<file path="src/rtl/instr_fetch_unit.sv">
// Instruction fetch unit: walks a 16-bit program counter through instruction memory,
// latches each returned word into the IR and hands it to the opcode decoder.
module instr_fetch_unit #(
    parameter logic [15:0] RESET_PC = 16'h0000,
    parameter int          TIMEOUT  = 15
) (
    input  logic        clk,
    input  logic        rst_n,
    input  logic        fetch_req,
    input  logic        ir_consume,
    input  logic        pc_load,
    input  logic [15:0] pc_in,
    output logic [15:0] mem_addr,
    output logic        mem_rd,
    input  logic        mem_ack,
    input  logic [15:0] mem_rdata,
    output logic [15:0] ir,
    output logic [7:0]  opcode,
    output logic        dec_en,
    output logic [15:0] instr_pc,
    output logic        fetch_err,
    output logic        busy
);

    typedef enum logic [1:0] {
        IDLE,
        REQ,
        HOLD
    } state_t;

    // The counter holds completed waiting cycles, so the last allowed REQ cycle sees TIMEOUT-1.
    localparam logic [7:0] LAST_WAIT = 8'(TIMEOUT - 1);

    state_t      state, state_nx;
    logic [15:0] pc_ptr, pc_nx;
    logic [15:0] pend_pc, pend_pc_nx;
    logic        pend_valid, pend_valid_nx;
    logic [7:0]  wait_cnt, wait_cnt_nx;
    logic [15:0] ir_nx, instr_pc_nx;
    logic        dec_en_nx, fetch_err_nx;

    always_ff @(posedge clk or negedge rst_n) begin
        if (!rst_n) begin
            state      <= IDLE;
            pc_ptr     <= RESET_PC;
            pend_pc    <= 16'h0000;
            pend_valid <= 1'b0;
            wait_cnt   <= 8'h00;
            ir         <= 16'h0000;
            instr_pc   <= 16'h0000;
            dec_en     <= 1'b0;
            fetch_err  <= 1'b0;
        end else begin
            state      <= state_nx;
            pc_ptr     <= pc_nx;
            pend_pc    <= pend_pc_nx;
            pend_valid <= pend_valid_nx;
            wait_cnt   <= wait_cnt_nx;
            ir         <= ir_nx;
            instr_pc   <= instr_pc_nx;
            dec_en     <= dec_en_nx;
            fetch_err  <= fetch_err_nx;
        end
    end

    always_comb begin
        state_nx      = state;
        pc_nx         = pc_ptr;
        pend_pc_nx    = pend_pc;
        pend_valid_nx = pend_valid;
        wait_cnt_nx   = wait_cnt;
        ir_nx         = ir;
        instr_pc_nx   = instr_pc;
        dec_en_nx     = dec_en;
        fetch_err_nx  = 1'b0;

        case (state)
            IDLE: begin
                wait_cnt_nx = 8'h00;
                if (pc_load) pc_nx = pc_in;
                if (fetch_req) state_nx = REQ;
            end
            REQ: begin
                // A redirect on the exit cycle is the newest target and beats any pending one.
                if (mem_ack) begin
                    ir_nx         = mem_rdata;
                    instr_pc_nx   = pc_ptr;
                    dec_en_nx     = 1'b1;
                    state_nx      = HOLD;
                    wait_cnt_nx   = 8'h00;
                    pend_valid_nx = 1'b0;
                    if (pc_load)         pc_nx = pc_in;
                    else if (pend_valid) pc_nx = pend_pc;
                    else                 pc_nx = pc_ptr + 16'd1;
                end else if (wait_cnt == LAST_WAIT) begin
                    state_nx      = IDLE;
                    fetch_err_nx  = 1'b1;
                    wait_cnt_nx   = 8'h00;
                    pend_valid_nx = 1'b0;
                    if (pc_load)         pc_nx = pc_in;
                    else if (pend_valid) pc_nx = pend_pc;
                end else begin
                    wait_cnt_nx = wait_cnt + 8'd1;
                    if (pc_load) begin
                        pend_valid_nx = 1'b1;
                        pend_pc_nx    = pc_in;
                    end
                end
            end
            HOLD: begin
                if (pc_load) pc_nx = pc_in;
                if (ir_consume && dec_en) begin
                    dec_en_nx = 1'b0;
                    state_nx  = fetch_req ? REQ : IDLE;
                end
            end
            default: state_nx = IDLE;
        endcase
    end

    assign opcode   = ir[15:8];
    assign busy     = (state == REQ);
    assign mem_rd   = (state == REQ);
    assign mem_addr = pc_ptr;

endmodule
</file>
<file path="config.mk">
export PLATFORM = sky130hd
export DESIGN_NAME = instr_fetch_unit
export DESIGN_NICKNAME = d
export VERILOG_FILES = /design/src/rtl/instr_fetch_unit.sv
export SDC_FILE = /design/constraint.sdc
export NUM_CORES = 1
export LEC_CHECK = 0
export ABC_AREA = 1
export BUFFER_PORTS_ARGS = -buffer_cell sky130_fd_sc_hd__buf_2
export CAP_MARGIN = 30
export CORE_UTILIZATION = 47
export CTS_CLUSTER_SIZE = 40
export DETAILED_ROUTE_END_ITERATION = 8
export PLACE_DENSITY = 0.72
export RECOVER_POWER = 100
export SLEW_MARGIN = 20
export SYNTH_ARGS = -nofsm -noshare
export SYNTH_HDL_FRONTEND = slang
export SYNTH_SLANG_ARGS = --single-unit
</file>
<file path="constraint.sdc">
create_clock -name clk -period 1.6 [get_ports clk]
set_input_delay 0.16 -clock clk [delete_from_list [all_inputs] [get_ports clk]]
set_output_delay 0.16 -clock clk [all_outputs]
set_load 0.02 [all_outputs]
</file>
==> run_results.csv <==
group,metric,value,unit
sta,min_period,1.635,ns
setup_path,path_class,"flop to flop",
setup_path,slowest_delay,0.41,ns
floorplan,initial_core_util,49.30,%
floorplan,rows,32,
yosys,ys_top_cells_by_area,"dfrtp_1 50%, nand2_1 12%, mux2_2 4.9%",
floorplan,core,0.007848,mm^2
job,maxCapViolCount,0,
setup_path,crit_path_end_kind,"flop",
global_routing,grtUsageTotal,22.78,%
setup_path,cp_max_fo,5,
detailed_routing,drt_first_pass_iters,5,
detailed_routing,vias,3457,
sta,maxSlewHeadroom,62.20,%
yosys,synth_edf_count,0,
global_routing,grt_pass1_vias,3180,
clocking,clock_latency,0.35,ns
worst_hold_path,hold_class,"primary input to flop",
clocking,cts_tree,"built",
setup_path,crit_chain,"ha_2 -> nand2_2 -> nor2_2 -> nand2_1 -> nor2_2 -> nand2_1 -> nand2_2 -> nand2_1 -> nand2_1 -> nand2_1 -> nand2_1 -> nand2_1",
detailed_routing,viasPerCell,5.025,
yosys,synth_top_area_cell,"dfrtp_1",
clocking,ctsRootBufferMaster,"clkbuf_8",
yosys,ys_seq_elements,77,
yosys,synth-async-reset-ratio,100.0,%
clocking,clock_tree.buffer_depth,2,
yosys,yosysSeqAreaShare,49.81,%
placed_design,dp_cells,665,
finish,final_cells,688,
finish,final_cell_area,0.004733,mm^2
sta,timing_worst_slew_pin_value,0.5670,ns
detailed_routing,drcViolationCount,0,
clocking,clk_pin_slew,0.09,ns
finish,multi_input_area,0.001617,mm^2
finish,fill_cells,733,
sta,slew_violations,0,
global_routing,grt_antenna_before_repair,0,
setup_path,required,1.85,ns
floorplan,die_h,92.73,um
detailed_routing,drtIter0Drc,201,
setup_path,crit_path_start_kind,"flop",
run_status,violations,"setup timing",
finish,antenna_cells,0,
yosys,synthesis.nets,517,
sta,finalCritPeriodShare,102.2,%
yosys,syn-instance-count,476,
floorplan,die_area,0.008598,mm^2
sta,rsz0062_at_grt,"true",
detailed_routing,routedWlPerCell,13.26,um
setup_path,arrival,1.88,ns
yosys,syn_area_per_cell,8.128,um^2
setup_path,crit_slowest_cell,"dfrtp_1",
yosys,synth_flop_cell,"dfrtp_1",
sta,finalWorstSetupSlack,-0.03500,ns
power_and_ir_drop,p_leak,2.437,nW
yosys,yosysTopAreaCellShare,49.81,%
setup_path,path_buf_inv,0,
yosys,synth_area,0.003869,mm^2
placed_design,place_area,0.004467,mm^2
global_routing,grt_max_degree,50,
finish,area_growth,22.35,%
global_routing,overflow,0,
finish,regArea,0.001927,mm^2
clocking,htreeDepth,3,
sta,skew,0.01142,ns
floorplan,chipWidth,92.73,um
yosys,yosysMostFrequentCell,"nand2_1",
sta,hold_viol_final,0,
run_status,status,"finished, violations left",
yosys,ys_warn_count,0,
setup_path,crit_top_cell,"nand2_1",
placed_design,routabilityCongestion,0.8858,
sta,fmax,0.6116,GHz
detailed_routing,ant_nets,0,
placed_design,hpwl,6.661,mm
finish,layout-drive-gt1-share,22.18,%
floorplan,ios,98,
clocking,clock-sinks,77,
sta,setup_viol,2,
setup_path,critical-path-top-delay-family,"simple AND/OR/NAND/NOR gates",
finish,final_nets,622,
detailed_routing,routed_wirelength,9.126,mm
clocking,cts_buffers,9,
yosys,synth_cell_types,30,
placed_design,port_buffers,97,
power_and_ir_drop,max-vdd-ir-drop,0.4862,mV
global_routing,grt_pass1_wl,15.24,mm
power_and_ir_drop,power.density,877.1,mW/mm^2
yosys,synthTopCellsByCount,"127 x nand2_1, 77 x dfrtp_1, 48 x inv_1, 48 x nor2_1, 35 x o21ai_0",
-- placed cells by master (no fill, tap or decap), types with 18 or more instances in the layout --
cell	n
nor2_1	45
a21oi_1	19
inv_1	46
buf_2	51
clkbuf_1	45
o21ai_1	22
nand3_1	18
o21ai_0	34
nand2_1	125
dfrtp_1	77
-- final cells by class --
cell class	instances	area share, %
multi-input cells	321	34.15
clock inverters	6	2.009
clock buffers	10	2.908
repair buffers	119	13.16
inverters	53	4.362
well taps	102	2.696
flip-flops and latches	77	40.71
-- cell families after synthesis --
logic type / Yosys count / share of synthesized area [%]
flip-flops: 77 / 49.81
multiplexers: 17 / 4.948
AND/OR/NAND/NOR: 212 / 22.35
XOR/XNOR: 2 / 0.4529
AO/OA/AOI/OAI: 87 / 12.00
adder cells (fa/ha/maj): 3 / 0.9703
buffers and inverters: 78 / 9.476
-- routing by layer --
| layer | GRT usage [%] | vias to the layer above | part of all wire [%] |
|---|---|---|---|
| met2 | 34.69 | 147 | 45 |
| met3 | 5.090 | 13 | 6.4 |
| li1 | - | 1739 | - |
| met5 | 0 | - | 0 |
| met1 | 31.47 | 1558 | 47 |
| met4 | 9.231 | 0 | 2.1 |
-- power breakdown --
part           switching [W]  internal, W  leakage [nW]
sequential         0.0000537      0.00198          1.01
combinational       0.000287     0.000150          1.31
clock               0.000747     0.000934         0.117
total                0.00109      0.00306          2.44
-- flip-flops by register name (all words and copies together) (netlist names) --
name	cells
ir	16
instr_pc	16
mem_addr	16
pend_valid	1
fetch_err	1
state	2
dec_en	1
wait_cnt	8
pend_pc	16
-- through the flow --
stage | total power, W | TNS [ns] | utilization, % | setup slack [ns] | hold slack [ns]
2_1_floorplan | 0.002276 | 0 | - | 0.007268 | -0.1356
3_5_place_dp | 0.002479 | 0 | 56.92 | 0.008309 | 0.07432
5_1_grt | 0.004324 | -0.3768 | 60.32 | -0.1601 | 0.01590
3_3_place_gp | 0.002471 | 0 | 56.92 | 0.09041 | 0.06411
4_1_cts | 0.004158 | 0 | 60.04 | 0.01742 | 0.02074
6_report | 0.004151 | -0.05850 | 60.32 | -0.03500 | 0.03091
-- path summary, 6_finish.rpt --
check	startpoint	end	slack, ns	cells after the start
worst max-delay path	mem_addr[0]$_DFFE_PN0P_	mem_addr[14]$_DFFE_PN0P_	-0.04	12
worst min-delay path	mem_rdata[9]	ir[9]$_DFFE_PN0P_	0.03	2
worst max register to register	mem_addr[0]$_DFFE_PN0P_	mem_addr[14]$_DFFE_PN0P_	-0.04	12
worst min register to register	instr_pc[2]$_DFFE_PN0P_	instr_pc[2]$_DFFE_PN0P_	0.49	2
max in group asynchronous	rst_n	pend_pc[9]$_DFFE_PN0P_	0.30	3
min in group asynchronous	rst_n	ir[8]$_DFFE_PN0P_	0.32	2
-- repair_timing --
| action | in CTS | in global routing |
|---|---|---|
| gates cloned | 0 | 0 |
| resized for setup | 1 | 17 |
| pin swaps | 0 | 9 |
| hold buffers | 1 | 0 |
| setup buffers | 0 | 6 |
| hold endpoints to repair | 18 | 0 |
| endpoints found under the setup margin | 1 | 17 |
No activity file was read; power rests on OpenSTA's default activity.
